--- src/rtl/lfsr_seed_sequencer.sv ---
// lfsr_seed_sequencer: loads a multi-word seed into the scrambler LFSR, then
// issues a counted burst of LFSR steps under valid/ready backpressure so that
// every scrambler block is handed to the consumer exactly once.
//
// Handshakes:
//   seed path : a word transfers on a cycle where seed_valid && seed_ready.
//   block path: blk_valid qualifies the LFSR dout; the block is consumed on a
//               cycle where blk_valid && ds_ready. A new step is only issued
//               when the current block is absent or being consumed.
module lfsr_seed_sequencer #(
  parameter int          NUM_WORDS = 11,
  parameter logic [11:0] BASE_ADDR = 12'h091,
  parameter int          CNT_W     = 16
) (
  input  logic             clk,
  input  logic             rst_n,
  input  logic             start,
  input  logic             abort,
  input  logic [CNT_W-1:0] blk_count,
  input  logic             seed_valid,
  input  logic [31:0]      seed_data,
  output logic             seed_ready,
  output logic             lfsr_write,
  output logic [11:0]      lfsr_addr,
  output logic [31:0]      lfsr_din,
  output logic             lfsr_enable,
  input  logic             ds_ready,
  output logic             blk_valid,
  output logic             busy,
  output logic             done,
  output logic [1:0]       dbg_state
);

  localparam int IDX_W = (NUM_WORDS > 1) ? $clog2(NUM_WORDS) : 1;

  typedef enum logic [1:0] {
    S_IDLE  = 2'd0,
    S_LOAD  = 2'd1,
    S_RUN   = 2'd2,
    S_DRAIN = 2'd3
  } state_t;

  state_t           r_state;
  logic [IDX_W-1:0] r_word_idx;
  logic [CNT_W-1:0] r_rem;
  logic             r_blk_valid;
  logic             r_done;

  state_t           w_state_nxt;
  logic [IDX_W-1:0] w_word_idx_nxt;
  logic [CNT_W-1:0] w_rem_nxt;
  logic             w_blk_valid_nxt;
  logic             w_done_nxt;
  logic             w_fire;
  logic             w_step;

  // Datapath strobes toward the LFSR; quiet (base address, zero data) unless
  // a seed word is actually transferring.
  always_comb begin
    w_fire      = (r_state == S_LOAD) && seed_valid;
    w_step      = (r_state == S_RUN) && (r_rem != '0) && (!r_blk_valid || ds_ready);
    seed_ready  = (r_state == S_LOAD);
    lfsr_write  = w_fire;
    lfsr_addr   = w_fire ? (BASE_ADDR + 12'(r_word_idx)) : BASE_ADDR;
    lfsr_din    = w_fire ? seed_data : 32'h0;
    lfsr_enable = w_step;
    blk_valid   = r_blk_valid;
    busy        = (r_state != S_IDLE);
    done        = r_done;
    dbg_state   = r_state;
  end

  // Next-state logic; abort overrides everything, including a same-cycle start.
  always_comb begin
    w_state_nxt     = r_state;
    w_word_idx_nxt  = r_word_idx;
    w_rem_nxt       = r_rem;
    w_blk_valid_nxt = r_blk_valid;
    w_done_nxt      = 1'b0;
    case (r_state)
      S_IDLE: begin
        if (start) begin
          if (blk_count != '0) begin
            w_rem_nxt   = blk_count;
            w_state_nxt = S_LOAD;
          end else begin
            w_done_nxt = 1'b1;
          end
        end
      end
      S_LOAD: begin
        if (w_fire) begin
          if (r_word_idx == IDX_W'(NUM_WORDS - 1)) begin
            w_word_idx_nxt = '0;
            w_state_nxt    = S_RUN;
          end else begin
            w_word_idx_nxt = r_word_idx + IDX_W'(1);
          end
        end
      end
      S_RUN: begin
        if (w_step) begin
          // dout updates on this same edge, so blk_valid rises with it.
          w_rem_nxt       = r_rem - CNT_W'(1);
          w_blk_valid_nxt = 1'b1;
          if (r_rem == CNT_W'(1)) begin
            w_state_nxt = S_DRAIN;
          end
        end else if (ds_ready) begin
          w_blk_valid_nxt = 1'b0;
        end
      end
      S_DRAIN: begin
        if (!r_blk_valid || ds_ready) begin
          w_blk_valid_nxt = 1'b0;
          w_done_nxt      = 1'b1;
          w_state_nxt     = S_IDLE;
        end
      end
      default: w_state_nxt = S_IDLE;
    endcase
    if (abort) begin
      w_state_nxt     = S_IDLE;
      w_word_idx_nxt  = '0;
      w_rem_nxt       = '0;
      w_blk_valid_nxt = 1'b0;
      w_done_nxt      = 1'b0;
    end
  end

  // State and counter registers.
  always_ff @(posedge clk or negedge rst_n) begin
    if (!rst_n) begin
      r_state     <= S_IDLE;
      r_word_idx  <= '0;
      r_rem       <= '0;
      r_blk_valid <= 1'b0;
      r_done      <= 1'b0;
    end else begin
      r_state     <= w_state_nxt;
      r_word_idx  <= w_word_idx_nxt;
      r_rem       <= w_rem_nxt;
      r_blk_valid <= w_blk_valid_nxt;
      r_done      <= w_done_nxt;
    end
  end

endmodule

--- config.mk ---
export PLATFORM = sky130hd
export DESIGN_NAME = lfsr_seed_sequencer
export DESIGN_NICKNAME = d
export VERILOG_FILES = /design/src/rtl/lfsr_seed_sequencer.sv
export SDC_FILE = /design/constraint.sdc
export NUM_CORES = 1
export LEC_CHECK = 0
export BUFFER_PORTS_ARGS = -buffer_cell sky130_fd_sc_hd__buf_2
export CORE_ASPECT_RATIO = 1.5
export CORE_MARGIN = 3
export CORE_UTILIZATION = 35
export DETAILED_ROUTE_END_ITERATION = 8
export HOLD_SLACK_MARGIN = 0.03
export PLACE_DENSITY = 0.69
export SLEW_MARGIN = 30
export SYNTH_ARGS = -nofsm -noshare
export SYNTH_HDL_FRONTEND = slang
export SYNTH_SLANG_ARGS = --single-unit
--- constraint.sdc ---
create_clock -name clk -period 4.42 [get_ports clk]
set_input_delay 0.442 -clock clk [delete_from_list [all_inputs] [get_ports clk]]
set_output_delay 0.442 -clock clk [all_outputs]
set_load 0.05 [all_outputs]
==> summary.md, run 1 <==
| Metric | Value |
|---|---|
| Status | complete, no violations |
| Die footprint | 0.00704 mm^2 |
| Commonest non-fill, non-tap cell in the layout | buf_2 |
| Initial Utilization | 0.363 |
| Avg WL per Cell | 17.2 um |
| Initial antenna violation count | 1 |
| Dominant synthesized flop cell | dfrtp_1 |
| Number of global-route vias before repair | approximately 2.4k |
| Peak VDD IR | 0.384 mV |
| Post-synth EDFFs | 0 |
| Hold Vio Cnt, Final | 0 |
| Fin nets | 420 |
| Final ANT Viol Nets | 0 |
| Cells after Synth | 272 |
| FILL cells | 593 |
| Final wirelength | 7.34 mm |
| Initial DRC Count | 92 |
| Number of CTS-inserted buffers | 3 |
| CTS H-tree depth | 1 |
| Fin crit period | around 2600 ps |
| Max-Cap Viols | 0 |
| YS warnings | 0 |
| CP startpoint | dbg_state[0]$_DFFE_PN0P_ |
| GRT Residual Overflow | 0 |
| ANT cells | 0 |
| Hold buffer count at cts | 0 |
| Hold Path Class | primary input to asynchronous set/reset pin |
| Util after Layout | 0.457 |
| Reg2reg setup slack | roughly 1800 ps |
| Overall Power | 0.00178 W |
| Worst setup margin | 1810 ps |
| Post-Place Setup Slack | 1840 ps |
| CTS tree | built |
| IO buf count | 99 |
| WP data required | 4640 ps |
| Placeable Area | 0.00583 mm^2 |
| Leakage | 1.38 nW |
| First-pass GRT wire length | 11.7 mm |
| Final worst-path cycle share | 0.590 |
| Cell row count | 34 |
| Seq cells post-synth | 24 |
| Clk_skew | 3.13 ps |
| Fraction of layout cells with a size suffix above 1 | 0.318 |
| Largest net degree at the start of global routing | 35 |
| Highest clock rate | between 0.3 and 0.4 GHz |
| Pins Over Slew Limit | 0 |
| Worst skew pair latency | 280 ps |
| Root buffer cell | clkbuf_8 |
| Slew @ Worst Pin | around 760 ps |
| Most frequent cells in the layout | buf_2, and3_1, dfrtp_1, nor2_1, a21oi_1 |
| Unrepaired setup endpoints after global routing | no |
| Multi-input combinational cell area | 0.00136 mm^2 |
| Reg2reg start | dbg_state[0]$_DFFE_PN0P_ |
| Gp weighted congestion | 0.920 |
| CTS clock-pin slew for the worst setup and hold paths | 90 ps |
| Reg2Reg Depth | 6 |
| Width of the die | 69.5 um |
| Register area | 601 um^2 |
| Chip height | 101 um |
| Number of cells after detailed placement | between 400 and 500 |
| Crit-path max FO | 21 |
| Gr usage total | 0.204 |
| Clock sink count | 24 |
| Synthesis-to-finish area growth | 25.8% |
| Rel. slew slack | 0.495 |
| Critical Path Sink Type | flip-flop |
| Final Setup Violations | 0 |
| Top Ports | 106 |
| Fraction of registers with async set/reset | 1.00 |
| Register area share after synthesis | 0.284 |
| Setup bufs post-CTS | 0 |
| Final HPWL DP | 5.74 mm |
| Via count | between 2k and 2.5k |
| Initial DRT Pass Iterations | 4 |
| Power Dens Cells | between 600 and 700 mW/mm^2 |
| Post-CTS Resized | 0 |
| Cell Area, Synth | 0.00212 mm^2 |
| Crit path DAT | 2830 ps |
| Critical path destination | r_rem[11]$_DFFE_PN0P_ |
| Non-Filler Instances | 427 |
| Drt drc | 0 |
| CTS max path bufs | 2 |
| TNS Setup | 0 ps |
| Crit start category | flip-flop |
| Syn avg cell area | 7.78 um^2 |
| WS Path Type | flip-flop to flip-flop |
| Via density | a little under 6 |
| R2r endpoint | r_rem[11]$_DFFE_PN0P_ |
| Netlist cell types | 45 |
[where the power goes]
group | internal [W] | switching (W) | total [W]
sequential | 0.000300 | 0.000111 | 0.000412
clock | 0.0000613 | 0.0000761 | 0.000137
combinational | 0.000359 | 0.000870 | 0.00123
[sequential cells by signal, summed over array words and instances, names as in the netlist]
| register | cells |
|---|---|
| r_word_idx | 4 |
| dbg_state | 2 |
| blk_valid | 1 |
| done | 1 |
| r_rem | 16 |
[cell type report]
cell class              count  share of cell area
well taps                  72              0.0338
multi-input cells         212               0.509
clock buffers               3              0.0155
flip-flops and latches     24               0.226
repair buffers            103               0.197
inverters                  13              0.0183
[routing by layer]
layer / track usage / wire (um) / up-vias
li1: - / - / 1186
met1: 0.205 / 2540 / 1136
met2: 0.410 / 3950 / 153
met3: 0.0417 / 681 / 17
met4: 0.0692 / 161 / 2
met5: 0 / 10 / -
[worst min-delay path by stage]
stage	endpoint	slack (ps)
floorplan	blk_valid$_DFFE_PN0P_	150
CTS	r_rem[11]$_DFFE_PN0P_	180
global placement	r_rem[12]$_DFFE_PN0P_	470
global route	r_rem[2]$_DFFE_PN0P_	190
detailed placement	r_rem[12]$_DFFE_PN0P_	480
finish	r_rem[12]$_DFFE_PN0P_	160
[synthesized netlist by cell type, types with 5 or more instances]
library cell | n | area share
nand2_1 | 13 | 0.023
a31oi_1 | 5 | 0.015
o311ai_0 | 8 | 0.033
a21oi_1 | 18 | 0.043
a211oi_1 | 5 | 0.018
dfrtp_1 | 24 | 0.28
buf_4 | 6 | 0.021
ha_1 | 9 | 0.053
o21ai_0 | 5 | 0.012
clkbuf_1 | 18 | 0.032
nand3_1 | 7 | 0.017
inv_1 | 12 | 0.021
nor4_1 | 9 | 0.027
nand4_1 | 6 | 0.018
and3_1 | 36 | 0.11
nor2_1 | 19 | 0.034
nor3_1 | 14 | 0.033
o31ai_1 | 5 | 0.018
or3_1 | 8 | 0.024
[cell families after synthesis]
group           synth area share
mux                       0.0100
compound gates             0.229
simple gates               0.321
flops                      0.284
xor+xnor                  0.0166
fa+ha+maj                 0.0532
buf+inv                   0.0827
other cells              0.00355
[worst max-delay path, stage by stage (launching register included)]
cell,delay [ps]
dfrtp_1,430
inv_1,100
ha_1,650
clkinv_1,380
or3_1,460
a2111oi_2,360
a311o_2,150
[through the flow]
step	hold WS (ps)	area [um^2]
2_1_floorplan	146	2130
3_3_place_gp	470	2620
3_5_place_dp	481	2620
4_1_cts	183	2660
5_1_grt	193	2660
6_report	157	2660
No activity file was read; power rests on OpenSTA's default activity.
==> run 2: changes to the inputs <==
- ABC_AREA: not set -> 1
- PLACE_DENSITY: 0.69 -> 0.71
- clock period: 4.42 -> 2.2 ns (I/O delays scaled with it)
==> run 2 against run 1 <==
  * Sequential share of layout area down 2.1 points
  * First-iteration DRC count up 40%
  * Sequential cell count unchanged
  * Final cell count up 30%
  * Sequential power up 83%
  * Non-clock buffer count unchanged
  * Combinational power up 65%
  * Worst hold slack better by 90 ps
  * Worst setup slack worse by 1700 ps
  * Synthesized cell count up 42%
  * Via count up 4.1%
==> summary.md, run 2 <==
| Metric | Value |
|---|---|
| Status | complete, no violations (unchanged) |
| Commonest non-fill, non-tap cell in the layout | nand2_1 (was buf_2) |
| Initial antenna violation count | 0 (was 1) |
| Placed cell area | 0.00289 mm^2 (was 0.00262 mm^2) |
| Seq cells post-synth | 24 (unchanged) |
| Number of CTS-inserted buffers | 3 (unchanged) |
| Rel. slew slack | 0.616 (was 0.495) |
| Synthesis-to-finish area growth | 31.7% (was 25.8%) |
| GRT Residual Overflow | 0 (unchanged) |
| CP peak stage delay | 440 ps (was 650 ps) |
| Hold Startpoint | blk_count[10] |
| Largest net degree at the start of global routing | 34 (was 35) |
| Synth cell count leaders | nand2_1, nor2_1, inv_1, dfrtp_1, nand3_1 (was and3_1, dfrtp_1, nor2_1, a21oi_1, clkbuf_1) |
| FILL cells | 634 (was 593) |
| Most flops, register | r_rem (unchanged) |
| Number of global-route vias before repair | 2540 (was 2364) |
| Initial Utilization | 0.363 (about the same) |
| Largest area contributor in the netlist | dfrtp_1 (unchanged) |
| Cells after Synth | 385 (was 272) |
| Most frequent cells in the layout | nand2_1, buf_2, inv_1, nor2_1, nor2_2 (was buf_2, and3_1, dfrtp_1, nor2_1, a21oi_1) |
| Final Cell Area | 0.00295 mm^2 (was 0.00266 mm^2) |
| ANT cells | 0 (unchanged) |
| Pins Over Slew Limit | 0 (unchanged) |
| First-pass GRT wire length | 10.7 mm (was 11.7 mm) |
| Fraction of layout cells with a size suffix above 1 | 0.333 (was 0.318) |
| Util after Layout | 0.478 (was 0.457) |
| Worst setup margin | 147 ps (was 1810 ps) |
| Power Dens Cells | 1050 mW/mm^2 (was 668 mW/mm^2) |
| Avg WL per Cell | 11.6 um (was 17.2 um) |
| CP startpoint | dbg_state[1]$_DFFE_PN0P_ (was dbg_state[0]$_DFFE_PN0P_) |
| Drt drc | 0 (unchanged) |
| Gp weighted congestion | 0.894 (was 0.920) |
| Max-Cap Viols | 0 (unchanged) |
| Peak VDD IR | 0.475 mV (was 0.384 mV) |
| Count leader, synth | nand2_1 (was and3_1) |
| Reg2reg start | dbg_state[0]$_DFFE_PN0P_ (unchanged) |
| Cell Area, Synth | 0.00224 mm^2 (was 0.00212 mm^2) |
| Initial DRT Pass Iterations | 4 (unchanged) |
| Final ANT Viol Nets | 0 (unchanged) |
| Synth top area cells | dfrtp_1, nand2_1, nor2_1, inv_1, nand3_1 (was dfrtp_1, and3_1, ha_1, a21oi_1, nor2_1) |
| Final wirelength | 6.42 mm (was 7.34 mm) |
| Post-Place Setup Slack | 408 ps (was 1840 ps) |
| Slowest-stage cell, CP | buf_4 (was ha_1) |
| Register area share after synthesis | 0.268 (was 0.284) |
| Width of the die | 71.4 um (was 69.5 um) |
| CTS H-tree depth | 1 (unchanged) |
| Crit path DAT | 1830 ps (was 2830 ps) |
| CTS max path bufs | 2 (unchanged) |
| Fin nets | 545 (was 420) |
| Crit path depth | 6 (unchanged) |
| Final Setup Violations | 0 (unchanged) |
| Cell row count | 35 (was 34) |
| Hold Path Depth | 5 |
| Placeable Area | 0.00617 mm^2 (was 0.00583 mm^2) |
| Post-synth top area share | 0.268 (was 0.284) |
| Worst skew pair latency | 280 ps (about the same) |
| Root buffer cell | clkbuf_8 (unchanged) |
| Crit-path max FO | 33 (was 21) |
| Critical Path Sink Type | primary output (was flip-flop) |
| Final HPWL DP | 5.27 mm (was 5.74 mm) |
| Initial DRC Count | 129 (was 92) |
| Fin crit period | slightly above 2000 ps |
| WS Path Type | flip-flop to primary output (was flip-flop to flip-flop) |
| Hold Vio Cnt, Final | 0 (unchanged) |
| Largest delay contributor family on the critical path | buffers and inverters (was adder cells) |
| Top Ports | 106 (unchanged) |
| Chip height | 104 um (was 101 um) |
| Reg2reg setup slack | 450 ps (was 1810 ps) |
| Final worst-path cycle share | 0.933 |
| Critical path destination | lfsr_addr[5] (was r_rem[11]$_DFFE_PN0P_) |
| CTS clock-pin slew for the worst setup and hold paths | 90 ps (about the same) |
| Reg2Reg Depth | 8 (was 6) |
| Unrepaired setup endpoints after global routing | no (unchanged) |
| Largest register FFs | 16 (unchanged) |
| TNS Setup | 0 ps (unchanged) |
| Hold_ws | 247 ps (was 157 ps) |
| Syn avg cell area | 5.83 um^2 (was 7.78 um^2) |
| IO buf count | 99 (unchanged) |
| Leakage | 1.79 nW (was 1.38 nW) |
| YS warnings | 0 (unchanged) |
| Slew @ Worst Pin | 575 ps (was 758 ps) |
| Netlist cell types | 29 (was 45) |
| Via count | 2597 (was 2494) |
| Post-synth EDFFs | 0 (unchanged) |
| CP cell instances | inv_1 > ha_4 > nand2_2 > buf_4 > nor2_1 > buf_2 (was inv_1 > ha_1 > clkinv_1 > or3_1 > a2111oi_2 > a311o_2) |
| Highest clock rate | 0.487 GHz |
| Dominant synthesized flop cell | dfrtp_1 (unchanged) |
| Hold Path Class | primary input to flip-flop (was primary input to asynchronous set/reset pin) |
| WP data required | 1980 ps (was 4640 ps) |
| Fraction of registers with async set/reset | 1.00 (unchanged) |
| R2r endpoint | r_rem[4]$_DFFE_PN0P_ (was r_rem[11]$_DFFE_PN0P_) |
| CTS tree | built (unchanged) |
| Crit start category | flip-flop (unchanged) |
| Via density | 4.68 (was 5.84) |
| Clock sink count | 24 (unchanged) |
| Gr usage total | 0.175 (was 0.204) |
| Die footprint | 0.00743 mm^2 (was 0.00704 mm^2) |
| Clk_skew | 2.98 ps (was 3.13 ps) |
| Buf/Inv on CP | 3 (was 2) |
-- run 2: cell count changes after synthesis, moves of 6 or more --
| cell | previous run | this run |
|---|---|---|
| inv_1 | 12 | 59 |
| o21ai_0 | 5 | 11 |
| or3_1 | 8 | 0 |
| a21oi_1 | 18 | 5 |
| clkbuf_1 | 18 | 5 |
| nor3_1 | 14 | 0 |
| nor2_1 | 19 | 71 |
| nor4_1 | 9 | 0 |
| nand2_1 | 13 | 134 |
| nand3_1 | 7 | 23 |
| and3_1 | 36 | 0 |
| o311ai_0 | 8 | 0 |
-- run 2: cell type report --
type	count	area (um^2)	share of cell area
clock buffer	4	55.1	0.0186
inverter	64	244	0.0826
multi-input combinational	286	1430	0.485
sequential	24	603	0.204
tap	74	92.6	0.0313
timing repair buffer	103	528	0.179
-- run 2: power breakdown --
part           total [W]  internal, W  switching (W)
registers       0.000753     0.000582       0.000171
clock network   0.000322     0.000160       0.000162
logic            0.00203     0.000584        0.00145
total            0.00311      0.00133        0.00178
-- run 2: worst register-to-register path, stage by stage (launching register included) --
cell and delay (ps):
dfrtp_2 430, inv_1 80, ha_1 200, inv_2 100
nand2_1 90, inv_1 380, nand2_1 80, a21boi_0 130
o21ai_0 180
-- run 2: timing repair --
item	in CTS	in global routing
gates resized for setup	0	0
buffers inserted	0	0
hold buffers	1	0
hold endpoints to repair	24	0
-- run 2: logic make-up (layout without fill, tap and decap cells) --
group,after synthesis,after routing,synth area share
compound gates,22,22,0.0563
xor+xnor,5,5,0.0195
fa+ha+maj,9,9,0.0502
buf+inv,79,171,0.151
flops,24,24,0.268
other cells,2,6,0.00335
simple gates,244,244,0.452
-- run 2: worst min path at each step --
stage	end
CTS	r_rem[10]$_DFFE_PN0P_
finish	r_rem[10]$_DFFE_PN0P_
global route	done$_DFF_PN0_
floorplan	blk_valid$_DFFE_PN0P_
global placement	r_rem[6]$_DFFE_PN0P_
detailed placement	r_rem[6]$_DFFE_PN0P_
-- run 2: layer usage --
metal,wire length (um),up-vias,global-route usage,share of wire
met2,3250,123,0.326,0.51
met1,2510,1137,0.192,0.39
met4,142,0,0.0618,0.022
li1,-,1326,-,-
met5,0,-,0,0
met3,523,11,0.0300,0.081
-- run 2: stage by stage --
stage                     total power (W)  cells
after floorplan                   0.00238    389
after global placement            0.00277    550
after detailed placement          0.00280    550
after CTS                         0.00313    555
after global routing              0.00339    555
final                             0.00311    555
